<file path="src/rtl/led_pkg.sv">
// Shared encodings for the multi-channel LED sequencer.
package led_pkg;

    typedef logic [1:0] mode_t;

    localparam mode_t MODE_OFF     = 2'd0;
    localparam mode_t MODE_STATIC  = 2'd1;
    localparam mode_t MODE_COUNT   = 2'd2;
    localparam mode_t MODE_BREATHE = 2'd3;

    typedef enum logic {
        DIR_UP   = 1'b0,
        DIR_DOWN = 1'b1
    } dir_e;

endpackage

</file>
<file path="src/rtl/pwm_channel.sv">
// One LED output: duty latched at each PWM period start, registered compare.
module pwm_channel #(
    parameter int PWM_WIDTH = 8
) (
    input  logic                 Clock,
    input  logic                 Reset,
    input  logic                 Enable,
    input  logic [PWM_WIDTH-1:0] pwm_cnt,
    input  logic                 period_start,
    input  logic [PWM_WIDTH-1:0] duty_in,
    output logic                 led
);

    logic [PWM_WIDTH-1:0] duty_q, duty_d;
    logic                 led_q, led_d;

    // duty_d doubles as the duty in force this cycle, so the first slot of a
    // period already compares against the freshly latched value.
    always_comb begin
        duty_d = duty_q;
        if (period_start) begin
            duty_d = duty_in;
        end
        led_d = Enable && (pwm_cnt < duty_d);
    end

    always_ff @(posedge Clock or posedge Reset) begin
        if (Reset) begin
            duty_q <= '0;
            led_q  <= 1'b0;
        end else begin
            duty_q <= duty_d;
            led_q  <= led_d;
        end
    end

    assign led = led_q;

endmodule

</file>
<file path="src/rtl/pwm_led_sequencer.sv">
// Multi-channel LED driver: shared PWM counter, pattern tick divider,
// count / breathe sequencer and global brightness scaling.
//
// dir_q    | meaning
// DIR_UP   | breathe level ramping toward full scale
// DIR_DOWN | breathe level ramping toward zero
module pwm_led_sequencer
    import led_pkg::*;
#(
    parameter int CHANNELS     = 3,
    parameter int PWM_WIDTH    = 8,
    parameter int TICK_DIV     = 3571429,
    parameter int DIV_WIDTH    = 22,
    parameter int BREATHE_STEP = 8
) (
    input  logic                          Clock,
    input  logic                          Reset,
    input  logic                          Enable,
    input  mode_t                         Mode,
    input  logic [PWM_WIDTH-1:0]          Brightness,
    input  logic [CHANNELS*PWM_WIDTH-1:0] Duty,
    output logic [CHANNELS-1:0]           Led,
    output logic [CHANNELS-1:0]           Step,
    output logic                          StepTick
);

    localparam logic [PWM_WIDTH-1:0] PWM_MAX  = '1;
    localparam logic [PWM_WIDTH-1:0] PWM_LAST = PWM_MAX - 1'b1;
    localparam logic [DIV_WIDTH-1:0] DIV_LAST = DIV_WIDTH'(TICK_DIV - 1);
    localparam logic [PWM_WIDTH:0]   STEP_EXT = (PWM_WIDTH+1)'(BREATHE_STEP);
    localparam logic [PWM_WIDTH:0]   MAX_EXT  = {1'b0, PWM_MAX};

    logic [PWM_WIDTH-1:0] pwm_cnt_q, pwm_cnt_d;
    logic [DIV_WIDTH-1:0] div_q, div_d;
    logic [CHANNELS-1:0]  step_q, step_d;
    logic [PWM_WIDTH-1:0] level_q, level_d;
    dir_e                 dir_q, dir_d;
    mode_t                mode_q, mode_d;
    logic [PWM_WIDTH:0]   up_sum, dn_diff;
    logic                 step_tick, mode_change, seq_clear, period_start;

    assign period_start = (pwm_cnt_q == '0);
    assign step_tick    = Enable && (div_q == DIV_LAST);
    assign mode_change  = (Mode != mode_q);
    assign seq_clear    = !Enable || mode_change;

    always_comb begin
        pwm_cnt_d = (pwm_cnt_q == PWM_LAST) ? '0 : pwm_cnt_q + 1'b1;
        mode_d    = Mode;
        step_d    = step_q;
        level_d   = level_q;
        dir_d     = dir_q;
        up_sum    = {1'b0, level_q} + STEP_EXT;
        dn_diff   = {1'b0, level_q} - STEP_EXT;

        if (seq_clear || div_q == DIV_LAST) begin
            div_d = '0;
        end else begin
            div_d = div_q + 1'b1;
        end

        // A mode change clears the sequencer even when it lands on a tick.
        if (seq_clear) begin
            step_d  = '0;
            level_d = '0;
            dir_d   = DIR_UP;
        end else begin
            if (Mode != MODE_COUNT) begin
                step_d = '0;
            end else if (step_tick) begin
                step_d = step_q + 1'b1;
            end

            if (Mode == MODE_BREATHE && step_tick) begin
                if (dir_q == DIR_UP) begin
                    if (up_sum >= MAX_EXT) begin
                        level_d = PWM_MAX;
                        dir_d   = DIR_DOWN;
                    end else begin
                        level_d = up_sum[PWM_WIDTH-1:0];
                    end
                end else begin
                    if (dn_diff[PWM_WIDTH] || dn_diff == '0) begin
                        level_d = '0;
                        dir_d   = DIR_UP;
                    end else begin
                        level_d = dn_diff[PWM_WIDTH-1:0];
                    end
                end
            end
        end
    end

    always_ff @(posedge Clock or posedge Reset) begin
        if (Reset) begin
            pwm_cnt_q <= '0;
            div_q     <= '0;
            step_q    <= '0;
            level_q   <= '0;
            dir_q     <= DIR_UP;
            mode_q    <= MODE_OFF;
        end else begin
            pwm_cnt_q <= pwm_cnt_d;
            div_q     <= div_d;
            step_q    <= step_d;
            level_q   <= level_d;
            dir_q     <= dir_d;
            mode_q    <= mode_d;
        end
    end

    for (genvar gi = 0; gi < CHANNELS; gi++) begin : g_ch
        logic [PWM_WIDTH-1:0]   duty_raw, duty_sel, duty_scaled, duty_eff;
        logic [2*PWM_WIDTH-1:0] duty_prod;

        assign duty_raw = Duty[gi*PWM_WIDTH +: PWM_WIDTH];

        always_comb begin
            duty_sel = '0;
            case (Mode)
                MODE_STATIC:  duty_sel = duty_raw;
                MODE_COUNT:   duty_sel = step_q[gi] ? PWM_MAX : '0;
                MODE_BREATHE: duty_sel = (duty_raw != '0) ? level_q : '0;
                default:      duty_sel = '0;
            endcase
        end

        assign duty_prod   = (2*PWM_WIDTH)'(duty_sel) * (2*PWM_WIDTH)'(Brightness);
        assign duty_scaled = PWM_WIDTH'(duty_prod >> PWM_WIDTH);
        assign duty_eff    = (Brightness == PWM_MAX) ? duty_sel : duty_scaled;

        pwm_channel #(
            .PWM_WIDTH(PWM_WIDTH)
        ) u_pwm_channel (
            .Clock       (Clock),
            .Reset       (Reset),
            .Enable      (Enable),
            .pwm_cnt     (pwm_cnt_q),
            .period_start(period_start),
            .duty_in     (duty_eff),
            .led         (Led[gi])
        );
    end

    assign Step     = step_q;
    assign StepTick = step_tick;

endmodule

</file>
<file path="config.mk">
export PLATFORM = sky130hd
export DESIGN_NAME = pwm_led_sequencer
export DESIGN_NICKNAME = d
export VERILOG_FILES = /design/src/rtl/led_pkg.sv /design/src/rtl/pwm_channel.sv /design/src/rtl/pwm_led_sequencer.sv
export SDC_FILE = /design/constraint.sdc
export NUM_CORES = 1
export LEC_CHECK = 0
export CORE_MARGIN = 8
export CORE_UTILIZATION = 32
export DETAILED_ROUTE_END_ITERATION = 10
export DONT_BUFFER_PORTS = 1
export PLACE_DENSITY_LB_ADDON = 0.1
export SLEW_MARGIN = 30
export SYNTH_ARGS = -nofsm -noshare
export SYNTH_HDL_FRONTEND = slang
export SYNTH_SLANG_ARGS = --single-unit
</file>
<file path="constraint.sdc">
create_clock -name Clock -period 6.28 [get_ports Clock]
set_input_delay 0.628 -clock Clock [delete_from_list [all_inputs] [get_ports Clock]]
set_output_delay 0.628 -clock Clock [all_outputs]
set_load 0.01 [all_outputs]
</file>
; ---- After elaboration in Yosys (flattened, before gate mapping)
; Index checks and enable logic that the tools add are counted.
[op_classes]
addsub = 5
mul = 3
div_mod_pow = 0
n_lt_le_gt_ge = 4
n_eq_ne = 8
shift = 0
n_mux = 30
n_bitwise = 0
reduce_logical = 16
[ops]
columns = op, count
row1 = 8-bit 2-to-1 mux, 18
row2 = 8-bit case mux with 3 select lines, 3
row3 = 8-bit by 8-bit multiplier with 16-bit output, 3
row4 = 8-bit less-than comparator, 3
row5 = 8-bit nonzero test, 3
row6 = "22-bit by 1-bit adder with 22-bit output, second input constant", 1
row7 = "22-bit equality test, second input constant", 1
row8 = 22-bit 2-to-1 mux, 1
row9 = "8-bit equality test, second input constant", 2
row10 = "8-bit by 4-bit adder with 9-bit output, second input constant", 1
row11 = "9-bit by 8-bit greater-or-equal comparator with 1-bit output, second input constant", 1
row12 = 9-bit logical NOT, 1
row13 = 3-bit 2-to-1 mux, 3
row14 = "8-bit by 4-bit subtractor with 9-bit output, second input constant", 1
row15 = "8-bit by 1-bit adder with 8-bit output, second input constant", 1
row16 = 8-bit logical NOT, 1
row17 = 1-bit logical AND, 5
row18 = 1-bit 2-to-1 mux, 5
row19 = "2-bit equality test, second input constant", 2
row20 = "3-bit by 1-bit adder with 3-bit output, second input constant", 1
row21 = 1-bit logical OR, 3
row22 = 3-bit nonzero test, 1
row23 = "2-bit by 1-bit equality test with 1-bit output, second input constant", 1
row24 = 2-bit inequality test, 1
row25 = 3 further kinds, 3
[word_totals]
ff_bits = 71
latch_bits = 0
mem_bits_rw = 0
rom_bits = 0
in_bits = 37
output_inout_bits = 7
wordCells = 78
n_memories = 0

; ---- Depth between registers and ports, before layout
[logic_depth]
word_depth = 8
ltp_mapped = 30
mapped_depth_nobuf = 29

; ---- Cells and area by module
; Synthesis repeated with hierarchy kept, for this count alone.
[unflattened]
hier_cells = 1197
hier_area_um2 = 10583.9
[by_module_without_submodules]
columns = module, instances, cells_per_inst, area_each_um2, seq_area_each_um2
row1 = pwm_led_sequencer, 1, 1062, 9056.2, 1051.0
row2 = pwm_channel (g_ch[0].u_pwm_channel ...), 2, 45, 508.0, 225.2
row3 = pwm_channel (g_ch[2].u_pwm_channel), 1, 45, 511.7, 225.2

; ---- Least setup slack after synthesis
; OpenSTA, ideal clock, no wires.
[synth_timing]
kind = input -> register
from = input Duty[12]
to = register g_ch[1].u_pwm_channel.led_q
setup_ps = 65
t_arrival_ps = 6836
required_time_ps = 6215
setup_slack_ps = -621
path_stages = 26
n_path_buf = 0
path_cell_list = or4_4 -> nor2_1 -> nor2_1 -> a21oi_1 -> o21ai_1 -> and2_1 -> fa_1 -> fa_1 -> fa_1 -> inv_1 -> fa_1 -> inv_1 -> ha_1 -> nand2_1 -> or4_1 -> a31oi_2 -> o41ai_4 -> o21bai_1 -> mux2i_1 -> and2_1 -> ha_1 -> a21o_1 -> a21o_1 -> a211oi_1 -> o31a_1 -> a31o_2
[synth_via]
elab_chain_len = 8
[synth_lines]
columns = element, line
row1 = start: declaration, pwm_led_sequencer.sv:21  ; input logic [CHANNELS*PWM_WIDTH-1:0] Duty,
row2 = 8-bit nonzero test, pwm_led_sequencer.sv:123  ; MODE_BREATHE: duty_sel = (duty_raw != '0) ? level_q : '0;
row3 = 8-bit 2-to-1 mux, pwm_led_sequencer.sv:123
row4 = 8-bit case mux with 3 select lines (*), pwm_led_sequencer.sv:120  ; case (Mode)
row5 = 8-bit by 8-bit multiplier with 16-bit output, pwm_led_sequencer.sv:128  ; assign duty_prod = (2*PWM_WIDTH)'(duty_sel) * (2*PWM_WIDTH)'(Brightness);
row6 = 8-bit 2-to-1 mux (*), pwm_led_sequencer.sv:130  ; assign duty_eff = (Brightness == PWM_MAX) ? duty_sel : duty_scaled;
row7 = 8-bit 2-to-1 mux (*), pwm_channel.sv:21  ; if (period_start) begin
row8 = 8-bit less-than comparator (*), pwm_channel.sv:24  ; led_d = Enable && (pwm_cnt < duty_d);
row9 = 1-bit logical AND (*), pwm_channel.sv:24
row10 = via g_ch[1].u_pwm_channel.led_d, pwm_channel.sv:15  ; logic led_q, led_d;
row11 = end signal: assignment, pwm_channel.sv:33  ; led_q <= led_d;
row12 = end: declaration, pwm_channel.sv:15
; Mark *: on every way through the listed nets, which the timed path passes. The rest lies on a longest branch.
; A chain may end at the register's enable or synchronous reset.

; ---- Worst setup path after layout
[layout_timing]
from = input Duty[11]
to = register g_ch[1].u_pwm_channel.led_q
; The elaborated chain is that of the path after synthesis.

==> metrics.txt <==
result of the run=complete, but fails checks; failing checks=setup timing; core footprint=32300 um^2; R2R Path End=g_ch[1].u_pwm_channel.led; clock root buffer=sky130_fd_sc_hd__clkbuf_16; final-layout worst hold slack=about 0.32 ns; Wirelength per Cell=roughly 17 um; total vias in the final route=8554; remaining global-route overflow=0; required time at the endpoint of the critical path=~6.6 ns; number of enable-type register cells in the synthesized netlist=0; fmax=0.152 GHz; clock transition at the registers of the reported paths=about 0.06 ns; number of global-route vias before repair=8978; proportion of synthesized chip area in sequential cells=16.6%; Std-Cell Rows=66; pwr/cell area=123 nW/um^2; CP startpoint kind=input port; FFs w/ async S/R, synth=100%; Die H=between 150 and 200 um; sum of negative setup slack=-0.313 ns; worst-skew pair later-pin latency=0.34 ns; Post-synth top flop=sky130_fd_sc_hd__dfrtp_1; Max IR drop VDD=0.123 mV; path type of the worst setup path=in2reg; worst slew slack as a fraction of its limit=43.2%; TritonCTS clock tree=done; utilization of the core after routing=approximately two fifths; time the worst path needs with I/O delays and setup=6.59 ns; Clock Sink Count=between 60 and 70; cts bufs inserted=9; number of cells in the design after placement=1706; CP endpoint=g_ch[1].u_pwm_channel.led; Post-CTS Hold Buffers=0; LEAKAGE=6.41 nW; biggest cell delay along the critical path=0.54 ns; flip-flop and latch count after synthesis=69; overall die area=38500 um^2; HPWL after detailed placement=23.8 mm; Final Instance Count excl. Fillers=1760; most common library cell in the layout ignoring fill and taps=sky130_fd_sc_hd__buf_4; final weighted congestion in routability-driven placement=0.816; Synthesis Warnings=0; Synth Cell Area=roughly 10000 um^2; top fanout value on the critical path=7; clock skew=0.00803 ns; Worst setup startpoint=Duty[11]; Ant. Diodes=0; count of final max-slew check failures=0; Multi-input gate area=8640 um^2; fill cell count=around 3300; critical-path cell with the highest stage delay=sky130_fd_sc_hd__or4_4; Tightest Hold Check Type=in2reg; post-detailed-placement cell area=approximately 12000 um^2; area grow syn2layout=24.8%; number of DRC markers after the initial detailed-route iteration=354; number of instances in the synthesized netlist=1188; min setup slack post-route=-0.313 ns; Initial Util=32.2%; CP Capture Type=flop; Worst Path Arrival=6.87 ns; post-layout net count=1584; actual slew at the worst max-slew pin=0.852 ns; Layout Cell Area excl Fill=13000 um^2; Pre-Repair DR Iteration Count=6; DRC=0; Longest Clk Path Bufs=2; Reg area=1730 um^2; Hold Path Cell Cnt=0; count of final hold-check violations=0; unrepaired setup endpoints after global routing=true; share of the cycle needed by the critical path after routing=105%; R2R cell count=26; number of antenna violations at the first check in global routing=2; Max Cap Viol=0; Post-Syn Nets=1459; drt total wl=30.6 mm; final total power=1.60 mW; wire length of the first global-routing pass=around 50 mm; number of endpoints failing setup at the final stage=1; htree depth=3; x dimension of the die=196 um; Ports=44; post-route antenna net violation count=0; pin count of the biggest net entering global routing=70; port bufs=0; routed via count divided by cell count=4.86; slack of the worst reg-to-reg path=-0.25 ns; mean area per synthesized cell=just under 9 um^2; global-route usage over all layers=16.3%; reg-to-reg critical path startpoint=level_q[1]; commonest cells after routing, fill and taps aside=sky130_fd_sc_hd__buf_4 (151), sky130_fd_sc_hd__inv_1 (140), sky130_fd_sc_hd__and2_1 (136), sky130_fd_sc_hd__ha_1 (115), sky130_fd_sc_hd__fa_1 (103); Netlist cell types=74; share of final-layout standard cells stronger than drive strength 1=around a quarter; post-placement worst setup slack=-0.770 ns; most frequent CP cell=sky130_fd_sc_hd__fa_1
[where the power goes]
group | switching (mW) | total [mW] | internal, mW
Clock | 0.207 | 0.514 | 0.307
Sequential | 0.0146 | 0.493 | 0.479
Combinational | 0.308 | 0.590 | 0.281
[registers in the layout (all words and copies together), names as in the netlist]
| register | count |
|---|---|
| div_q | 22 |
| mode_q | 2 |
| g_ch.u_pwm_channel.led | 3 |
| dir_q | 1 |
| level_q | 6 |
| Step | 3 |
| g_ch.u_pwm_channel.duty_q | 24 |
| pwm_cnt_q | 8 |
[kinds of logic (layout without fill, tap and decap cells)]
kind of cell | after synthesis | count (layout) | share of synthesized area [%]
mux | 14 | 14 | 1.37
xor+xnor | 47 | 47 | 3.96
buf+inv | 191 | 321 | 7.07
compound gates | 196 | 196 | 13.0
fa+ha+maj | 234 | 234 | 35.7
simple gates | 437 | 437 | 22.2
flops | 69 | 69 | 16.6
[per-layer routing]
layer	global-route usage [%]	routed length [um]	share of wire [%]
met5	0	0	0
met4	3.20	303	0.99
met3	2.69	944	3.1
met2	28.6	15400	50
met1	20.9	13900	46
[area by class of cell]
class | instances | area share [%]
tap | 442 | 4.26
inverter | 149 | 4.32
multi-input combinational | 928 | 66.6
timing repair buffer | 156 | 9.30
clock inverter | 6 | 0.492
clock buffer | 10 | 1.76
sequential | 69 | 13.3
[cells in the mapped netlist (6+ instances only)]
cell | count | area (um^2)
sky130_fd_sc_hd__ha_1 | 129 | 1610
sky130_fd_sc_hd__clkbuf_1 | 29 | 109
sky130_fd_sc_hd__nor3_1 | 15 | 75.1
sky130_fd_sc_hd__buf_1 | 6 | 22.5
sky130_fd_sc_hd__nand3_1 | 24 | 120
sky130_fd_sc_hd__nand2_1 | 87 | 327
sky130_fd_sc_hd__nor4_1 | 8 | 50.1
sky130_fd_sc_hd__a21oi_1 | 60 | 300
sky130_fd_sc_hd__inv_1 | 148 | 556
sky130_fd_sc_hd__and3_1 | 10 | 62.6
sky130_fd_sc_hd__xor2_1 | 26 | 228
sky130_fd_sc_hd__o21a_1 | 10 | 75.1
sky130_fd_sc_hd__o21ai_1 | 23 | 115
sky130_fd_sc_hd__fa_1 | 105 | 2100
sky130_fd_sc_hd__and2_1 | 164 | 1030
sky130_fd_sc_hd__o21ai_0 | 22 | 110
sky130_fd_sc_hd__nor2_1 | 80 | 300
sky130_fd_sc_hd__a21o_1 | 12 | 90.1
sky130_fd_sc_hd__dfrtp_1 | 69 | 1730
sky130_fd_sc_hd__mux2i_1 | 12 | 120
sky130_fd_sc_hd__nor2b_1 | 10 | 62.6
sky130_fd_sc_hd__nand4_1 | 11 | 68.8
sky130_fd_sc_hd__xnor2_1 | 21 | 184
[worst min-delay path by stage]
stage	from	endpoint
after floorplan	g_ch[2].u_pwm_channel.duty_q[7]	g_ch[2].u_pwm_channel.duty_q[7]
after global placement	g_ch[2].u_pwm_channel.duty_q[3]	g_ch[2].u_pwm_channel.duty_q[3]
after detailed placement	g_ch[2].u_pwm_channel.duty_q[7]	g_ch[2].u_pwm_channel.duty_q[7]
after CTS	Mode[0]	mode_q[0]
after global routing	Mode[0]	mode_q[0]
final	Mode[0]	mode_q[0]
[critical path, delay by kind of cell]
kind	cells	cell delay, ns
adders and majority gates	6	2.46
AOI/OAI and AO/OA	11	1.79
buffers and inverters	2	0.10
muxes	1	0.28
and+or+nand+nor	6	1.58
[what timing repair did]
item | CTS | global route
setup buffers | 15 | 24
resized for setup | 25 | 58
pin swaps | 32 | 69
setup endpoints to repair | 3 | 4
No activity file was read; power rests on OpenSTA's default activity.
